[config.mk]
export PLATFORM = sky130hd
export DESIGN_NAME = pooling_input_interface_flat
export DESIGN_NICKNAME = d
export VERILOG_FILES = /design/src/rtl/pooling_input_interface_if.sv /design/src/rtl/pooling_input_interface.sv /design/src/flat_wrapper.sv
export SDC_FILE = /design/constraint.sdc
export NUM_CORES = 1
export LEC_CHECK = 0
export BUFFER_PORTS_ARGS = -buffer_cell sky130_fd_sc_hd__buf_2
export CAP_MARGIN = 0
export CORE_MARGIN = 5
export CORE_UTILIZATION = 25
export DETAILED_ROUTE_END_ITERATION = 12
export PLACE_DENSITY_LB_ADDON = 0.2
export SLEW_MARGIN = 20
export SYNTH_ARGS = -nofsm -noshare
export SYNTH_HDL_FRONTEND = slang
export SYNTH_SLANG_ARGS = --single-unit
[constraint.sdc]
create_clock -name clk -period 4.1 [get_ports clk]
set_input_delay 0.615 -clock clk [delete_from_list [all_inputs] [get_ports clk]]
set_output_delay 0.615 -clock clk [all_outputs]
set_load 0.01 [all_outputs]
[src/rtl/pooling_input_interface_if.sv]
// Stream and tagged-output bundle between the conv layer, the pooling input
// interface and the pooling core.
interface pooling_input_interface_if #(
    parameter int DATA_WIDTH    = 32,
    parameter int TOTAL_FEATURE = 4,
    parameter int FEATURE_WIDTH = 6
);
    logic [DATA_WIDTH-1:0]            din;
    logic                             din_valid;
    logic                             din_ready;
    logic [DATA_WIDTH-1:0]            data_out;
    logic                             valid;
    logic                             out_ready;
    logic [$clog2(TOTAL_FEATURE)-1:0] feature_idx;
    logic [$clog2(FEATURE_WIDTH)-1:0] feature_row;
    logic [$clog2(FEATURE_WIDTH)-1:0] feature_col;

    modport master (
        output din, din_valid, out_ready,
        input  din_ready, data_out, valid, feature_idx, feature_row, feature_col
    );

    modport slave (
        input  din, din_valid, out_ready,
        output din_ready, data_out, valid, feature_idx, feature_row, feature_col
    );
endinterface

[src/rtl/pooling_input_interface.sv]
// Pooling front end: buffers one conv frame through a small FIFO and tags each beat
// with feature/row/column. Optional macro POOL_IN_RELU_EN zeroes negative words.
module pooling_input_interface #(
    parameter int DATA_WIDTH    = 32,
    parameter int TOTAL_FEATURE = 4,
    parameter int FEATURE_WIDTH = 6,
    parameter int FIFO_DEPTH    = 4
) (
    input  logic                      clk,
    input  logic                      rst,
    input  logic                      start,
    pooling_input_interface_if.slave  bus,
    output logic                      busy,
    output logic                      frame_done
);
    localparam int FRAME_BEATS = FEATURE_WIDTH * FEATURE_WIDTH * TOTAL_FEATURE;
    localparam int CW = $clog2(FRAME_BEATS + 1);
    localparam int PW = $clog2(FIFO_DEPTH);
    localparam int IW = $clog2(TOTAL_FEATURE);
    localparam int RW = $clog2(FEATURE_WIDTH);

    localparam logic [CW-1:0] FRAME_C     = CW'(FRAME_BEATS);
    localparam logic [CW-1:0] LAST_BEAT_C = CW'(FRAME_BEATS - 1);
    localparam logic [IW-1:0] LAST_IDX_C  = IW'(TOTAL_FEATURE - 1);
    localparam logic [RW-1:0] LAST_POS_C  = RW'(FEATURE_WIDTH - 1);

    typedef enum logic [1:0] {IDLE, RUN, DONE} state_t;

    state_t                state_q;
    logic [CW-1:0]         in_cnt_q;
    logic [CW-1:0]         out_cnt_q;
    logic [IW-1:0]         idx_q;
    logic [RW-1:0]         col_q;
    logic [RW-1:0]         row_q;
    logic [PW:0]           wr_ptr_q;
    logic [PW:0]           rd_ptr_q;
    logic [DATA_WIDTH-1:0] mem [FIFO_DEPTH];

    logic                  fifo_empty;
    logic                  fifo_full;
    logic                  push;
    logic                  pop;
    logic [DATA_WIDTH-1:0] head;

    function automatic logic [DATA_WIDTH-1:0] relu(input logic [DATA_WIDTH-1:0] w);
`ifdef POOL_IN_RELU_EN
        return w[DATA_WIDTH-1] ? '0 : w;
`else
        return w;
`endif
    endfunction

    // Extra pointer bit distinguishes full from empty when the indices coincide.
    assign fifo_empty = (wr_ptr_q == rd_ptr_q);
    assign fifo_full  = (wr_ptr_q[PW] != rd_ptr_q[PW]) &&
                        (wr_ptr_q[PW-1:0] == rd_ptr_q[PW-1:0]);

    assign bus.din_ready = (state_q == RUN) && !fifo_full && (in_cnt_q < FRAME_C);
    assign push          = bus.din_valid && bus.din_ready;
    assign pop           = bus.valid && bus.out_ready;

    assign head            = mem[rd_ptr_q[PW-1:0]];
    assign bus.valid       = !fifo_empty;
    assign bus.data_out    = fifo_empty ? '0 : relu(head);
    assign bus.feature_idx = idx_q;
    assign bus.feature_col = col_q;
    assign bus.feature_row = row_q;
    assign busy            = (state_q != IDLE);
    assign frame_done      = (state_q == DONE);

    always_ff @(posedge clk) begin
        if (push) begin
            mem[wr_ptr_q[PW-1:0]] <= bus.din;
        end
    end

    always_ff @(posedge clk or posedge rst) begin
        if (rst) begin
            state_q   <= IDLE;
            in_cnt_q  <= '0;
            out_cnt_q <= '0;
            idx_q     <= '0;
            col_q     <= '0;
            row_q     <= '0;
            wr_ptr_q  <= '0;
            rd_ptr_q  <= '0;
        end else begin
            case (state_q)
                IDLE: begin
                    if (start) begin
                        state_q   <= RUN;
                        in_cnt_q  <= '0;
                        out_cnt_q <= '0;
                        idx_q     <= '0;
                        col_q     <= '0;
                        row_q     <= '0;
                        wr_ptr_q  <= '0;
                        rd_ptr_q  <= '0;
                    end
                end
                RUN: begin
                    if (push) begin
                        wr_ptr_q <= wr_ptr_q + 1'b1;
                        in_cnt_q <= in_cnt_q + 1'b1;
                    end
                    if (pop) begin
                        rd_ptr_q  <= rd_ptr_q + 1'b1;
                        out_cnt_q <= out_cnt_q + 1'b1;
                        // Feature is innermost, then column, then row.
                        if (idx_q == LAST_IDX_C) begin
                            idx_q <= '0;
                            if (col_q == LAST_POS_C) begin
                                col_q <= '0;
                                row_q <= (row_q == LAST_POS_C) ? '0 : row_q + 1'b1;
                            end else begin
                                col_q <= col_q + 1'b1;
                            end
                        end else begin
                            idx_q <= idx_q + 1'b1;
                        end
                        if (out_cnt_q == LAST_BEAT_C) begin
                            state_q <= DONE;
                        end
                    end
                end
                DONE:    state_q <= IDLE;
                default: state_q <= IDLE;
            endcase
        end
    end
endmodule

[src/flat_wrapper.sv]
// flat-port wrapper written by rule: the top's interface ports become plain ports
module pooling_input_interface_flat 
#(
    parameter int DATA_WIDTH    = 32,
    parameter int TOTAL_FEATURE = 4,
    parameter int FEATURE_WIDTH = 6,
    parameter int FIFO_DEPTH    = 4
)
  (clk, rst, start, busy, frame_done, bus_din, bus_din_valid, bus_out_ready, bus_din_ready, bus_data_out, bus_valid, bus_feature_idx, bus_feature_row, bus_feature_col);
  pooling_input_interface_if #(.DATA_WIDTH(DATA_WIDTH), .TOTAL_FEATURE(TOTAL_FEATURE), .FEATURE_WIDTH(FEATURE_WIDTH)) bus_i ();
  input  logic clk;
  input  logic rst;
  input  logic start;
  output logic busy;
  output logic frame_done;
  input wire logic [$bits(bus_i.din)-1:0] bus_din;
  input wire logic [$bits(bus_i.din_valid)-1:0] bus_din_valid;
  input wire logic [$bits(bus_i.out_ready)-1:0] bus_out_ready;
  output wire logic [$bits(bus_i.din_ready)-1:0] bus_din_ready;
  output wire logic [$bits(bus_i.data_out)-1:0] bus_data_out;
  output wire logic [$bits(bus_i.valid)-1:0] bus_valid;
  output wire logic [$bits(bus_i.feature_idx)-1:0] bus_feature_idx;
  output wire logic [$bits(bus_i.feature_row)-1:0] bus_feature_row;
  output wire logic [$bits(bus_i.feature_col)-1:0] bus_feature_col;
  assign bus_i.din = bus_din;
  assign bus_i.din_valid = bus_din_valid;
  assign bus_i.out_ready = bus_out_ready;
  assign bus_din_ready = bus_i.din_ready;
  assign bus_data_out = bus_i.data_out;
  assign bus_valid = bus_i.valid;
  assign bus_feature_idx = bus_i.feature_idx;
  assign bus_feature_row = bus_i.feature_row;
  assign bus_feature_col = bus_i.feature_col;
  pooling_input_interface #(.DATA_WIDTH(DATA_WIDTH), .TOTAL_FEATURE(TOTAL_FEATURE), .FEATURE_WIDTH(FEATURE_WIDTH), .FIFO_DEPTH(FIFO_DEPTH)) u_core (.clk(clk), .rst(rst), .start(start), .bus(bus_i), .busy(busy), .frame_done(frame_done));
endmodule
Yosys cells after proc, flatten, opt, wreduce, memory -nomap -nowiden. Memory sizes are Yosys's and may differ from the RTL's. Index checks and enable logic that the tools add are counted.

Memories kept: 1. Flip-flop bits (word level): 32. RAM bits: 128.

Memory list: u_core.mem (words 4, width 32, rd ports 1, clocked after Yosys merged registers in 0, wr ports 1, line pooling_input_interface.sv:37) `logic [DATA_WIDTH-1:0] mem [FIFO_DEPTH];`.

Multiplexer cells: 30. Eq/ne operators: 15. Reductions and logical operators: 15. $lt $le $gt $ge: 1. Add/subtract/negate cells: 7.

Operators by type and width (number): $mux W32 (1); $pmux W8 S2 (2); $mux W3 (10); $mux W8 (3); $pmux W3 S2 (4); $add A8 B1 Y8 const B (2); $add A3 B1 Y3 const B (4); $mux W2 (6); $reduce_and A3 Y1 (3); $eq A8 B8 Y1 const B (1); $lt A8 B8 Y1 const B (1); $ne A2 B2 Y1 const B (4); $pmux W2 S2 (2); $eq A3 B3 Y1 const B (2); $logic_and A1 B1 Y1 (5); $reduce_and A5 Y1 (1); $eq A2 B2 Y1 const B (2); $ne A2 B1 Y1 const B (2); $reduce_and A4 Y1 (1); $reduce_bool A2 Y1 (2); $eq A3 B3 Y1 (1); $add A2 B1 Y2 const B (1); $eq A2 B1 Y1 const B (1); $eq A2 B2 Y1 (1); other kinds (4) (6).

Longest topological paths before layout.
Depth in word-level cells: 8. Gate-level depth with buffers: 7. Gate-level depth less buffers: 5.

Least setup slack after synthesis. No wires, ideal clock.

Path kind: reg2reg. Start: register u_core.in_cnt_q[4]. End: memory u_core.mem[0][0] (enable). Data required time: 3.708 ns. Library setup time: 0.392 ns. Clock period less this slack: 2.405 ns. Slack: 1.695 ns. Stages on the path, launching flop included: 6. Arrival: 2.013 ns. Cells stage by stage: dfrtp_1 -> o31ai_1 -> o311ai_4 -> inv_2 -> buf_6 -> and3_1.

Word-level cells in the longest chain between the ends: 5.

RTL lines: start: declaration (line pooling_input_interface.sv:30) `logic [CW-1:0] in_cnt_q;`; start signal: assignment (line pooling_input_interface.sv:104) `in_cnt_q <= in_cnt_q + 1'b1;`; $lt A8 B8 Y1 (line pooling_input_interface.sv:58) `assign bus.din_ready = (state_q == RUN) && !fifo_full && (in_cnt_q < FRAME_C);`; $logic_and A1 B1 Y1 (line pooling_input_interface.sv:58); named net bus_din_ready (line flat_wrapper.sv:19) `output wire logic [$bits(bus_i.din_ready)-1:0] bus_din_ready;`; $logic_and A1 B1 Y1 (line pooling_input_interface.sv:59) `assign push = bus.din_valid && bus.din_ready;`; $mux W1 (line pooling_input_interface.sv:72) `if (push) begin`; $mux W1 (not written as such) (line pooling_input_interface.sv:73) `mem[wr_ptr_q[PW-1:0]] <= bus.din;`; end: declaration (line pooling_input_interface.sv:37).

The timed path passes the listed nets, and every way through them passes these cells.

Final worst setup path.
Start: register u_core.rd_ptr_q[0]. End: output port bus_data_out[14].

Word-level cells in the longest chain between the ends: 2. Elaborated cells on any way between the ends: 3. Those cells by class: eq/ne: 1; mux: 1; memory: 1.

RTL lines: start: declaration (line pooling_input_interface.sv:36) `logic [PW:0] rd_ptr_q;`; start signal: assignment (line pooling_input_interface.sv:107) `rd_ptr_q <= rd_ptr_q + 1'b1;`; $mem_v2 Z4 W32 / $eq A3 B3 Y1 (equally long branches); $mux W32 (*) (line pooling_input_interface.sv:64) `assign bus.data_out = fifo_empty ? '0 : relu(head);`; end: declaration (line flat_wrapper.sv:20) `output wire logic [$bits(bus_i.data_out)-1:0] bus_data_out;`.

Every way passes the cells marked *; elsewhere a longest branch is shown, timed or not.

==> reports/metrics.csv <==
metric,value,unit
outcome,completed,
dieArea,30200,µm²
yosysUniqueCellTypes,51,
holdBufCountCts,0,
tightest_slew,981,ps
holdWs,256,ps
antenna_found_initial,2,
tritoncts,yes,
n_fill_cell,2629,
post_cts_buffers,0,
hold_viol,0,
multiInputGateArea,1920,µm²
drv_slew,0,
synthAdderAreaFrac,1.49,%
p_clk_share,25.0,%
path_cells,buf_4 > buf_4 > mux4_2 > and2_1 > buf_2,
io_pins,81,
r2r_end,u_core.mem[2][13],
synth_xor_area_share,1.01,%
cts_resized,0,
total_leakage_power,0.00293,µW
worstSkewPairLatency,420,ps
layout_setup_ws,986,ps
relSlewSlack,34.4,%
numPortBuffers,80,
syn_to_final_growth,20.8,%
path_buf_inv,3,
synth_compound_area_share,5.13,%
vias_per_cell,4.44,
cp_top_family,buffers and inverters,
rows,60,
wl_per_cell,18.0,µm
post-route-period-util,75.9,%
power_frac_seq,38.0,%
placed_area,7510,µm²
r2r.worst_path.cells,5,
synthMuxAreaShare,11.6,%
syn_area,6700,µm²
cts_max_path_buffers,2,
worst-setup-path-type,flip-flop to output pin,
grt_max_degree,36,
vias,3704,
power_per_cell_area,785,nW/µm²
synth-simple-area-share,9.37,%
rsz0062_at_grt,false,
fmax,321,MHz
yosysTopAreaCell,edfxtp_1,
gp_congestion,0.694,
p_sw,2230,µW
final_area,8100,µm²
synth_top_area_share,57.4,%
p_sw_share,35.1,%
dieWidth,174,µm
syn_nets,437,
synthArstFlopShare,20.0,%
synthCells,392,
clock_sinks,160,
cts_max_level,4,
cap_violations,0,
core_area,26700,µm²
r2r-start,u_core.rd_ptr_q[1],
drt-pass1-iter-count,5,
utilization,30.4,%
die_height,174,µm
avgSynthCellArea,17.1,µm²
hpwl,9470,µm
min_path_type,input port to async pin,
grt_pass1_vias,4060,
synth_ff_type,edfxtp_1,
yosys-top-cells-area,"edfxtp_1, dfrtp_1, mux4_2",
totalWireLength,15000,µm
cp_common_cell,buf_4,
crit_required,3480,ps
cts-buffers-inserted,17,
drive_above_1_share,35.9,%
final_common_cell,edfxtp_1,
diodes,0,
cellInternalPower,4120,µW
start_kind,flip-flop,
peakVddDrop,0.295,mV
final_cell_mix,"edfxtp_1, buf_2, and2_1, mux4_2, dfrtp_1",
fin_tns_setup,0,ps
slowest_delay,590,ps
cts_root_buf,clkbuf_16,
yosys_warnings,0,
grt_pass1_wl,23600,µm
critPathCaptureType,output pin,
regArea,4650,µm²
drtAntennaViolNets,0,
post-route-drc-count,0,
start_util,25.1,%
grt_use_total,10.2,%
ys_seq_area_share,69.3,%
finClkSkew,9.32,ps
ys_seq_elements,160,
fin_nets,525,
cp.arrival,2500,ps
synth_top_family_by_area,multiplexers,
detailedRoute.firstIterationViolations,224,
path_clk_slew,70,ps
crit_slowest_cell,mux4_2,
combPwrFrac,37.0,%
grt_overflow,0,
critPathMaxFanout,19,
period_minus_slack,3110,ps
setup_viol,0,
synth-edff-count,128,
r2r_slack,1320,ps
dpl_worst_slack,1250,ps
==> cells by family (layout without fill, tap and decap cells) <==
group                    Yosys count  in the layout
flip-flops                       160            160
AND/OR/NAND/NOR                  108            108
AO/OA/AOI/OAI                     42             42
multiplexers                      37             37
buffers and inverters             31            132
adder cells (fa/ha/maj)            8              8
XOR/XNOR                           6              6
==> state kept, by name, summed over array words and instances, names as in the netlist <==
signal                  cells
u_core.bus.feature_col      3
u_core.bus.feature_row      3
u_core.rd_ptr_q             3
u_core.mem                128
u_core.wr_ptr_q             3
u_core.out_cnt_q            8
u_core.state_q              2
u_core.bus.feature_idx      2
u_core.in_cnt_q             8
==> synthesized netlist by cell type, drive strengths merged, types with 2 or more instances <==
cell type and count:
or2 2, nor4b 2, o211ai 10, o311ai 2
nand2 19, mux4 32, clkbuf 11, nor3 6
nor2 5, a31oi 2, mux2 3, and4 2
ha 8, edfxtp 128, nor2b 2, inv 11
xor2 3, buf 9, o22a 4, xnor2 3
o21ai 10, dfrtp 32, nand3 9, and3 13
o31ai 2, mux2i 2, and2 33, a31o 5
or4 7
==> stage by stage <==
| step | instances | total power, µW |
|---|---|---|
| 2_1_floorplan | 392 | 4000 |
| 3_3_place_gp | 802 | 4850 |
| 3_5_place_dp | 802 | 4880 |
| 4_1_cts | 834 | 6500 |
| 5_1_grt | 834 | 6780 |
| 6_report | 834 | 6360 |
==> power by group through the flow <==
stage	Combinational (µW)	Sequential [µW]	Clock, µW
6_report	2350	2420	1590
5_1_grt	2620	2460	1700
4_1_cts	2450	2420	1630
2_1_floorplan	1590	2410	0
3_5_place_dp	2430	2450	0
3_3_place_gp	2420	2430	0
==> how the worst max path moves through the flow <==
stage | startpoint | slack [ps] | to | cells past startpoint
2_1_floorplan | u_core.in_cnt_q[4] | 1700 | u_core.mem[0][0] | 5
6_report | u_core.rd_ptr_q[0] | 990 | bus_data_out[14] | 5
3_3_place_gp | u_core.rd_ptr_q[1] | 1260 | u_core.mem[2][4] | 5
5_1_grt | u_core.rd_ptr_q[2] | 760 | bus_data_out[15] | 4
3_5_place_dp | u_core.rd_ptr_q[1] | 1250 | u_core.mem[2][4] | 5
4_1_cts | u_core.rd_ptr_q[0] | 880 | bus_data_out[16] | 5
==> worst register-to-register path: cells and delay by family, from the launching register on <==
family	cells	cell delay (ps)
and+or+nand+nor	1	840
buffers and inverters	2	680
xor gates and xnor gates	1	330
DFF	1	370
AOI/OAI and AO/OA	1	160
==> metal layers <==
layer  share of wire, %  wire length (µm)  GRT usage, %
met5               0.23                34             0
met4               0.63                95          2.28
met3                3.9               581          3.25
met2                 48              7270          16.5
met1                 47              7060          13.4
==> cell type report <==
type | count | share of cell area (%)
clock buffer | 17 | 5.26
clock inverter | 15 | 2.02
inverter | 11 | 0.510
multi-input combinational | 201 | 23.8
sequential | 160 | 57.4
tap | 341 | 5.27
timing repair buffer | 89 | 5.78
Power figures use the tool's default switching activity.
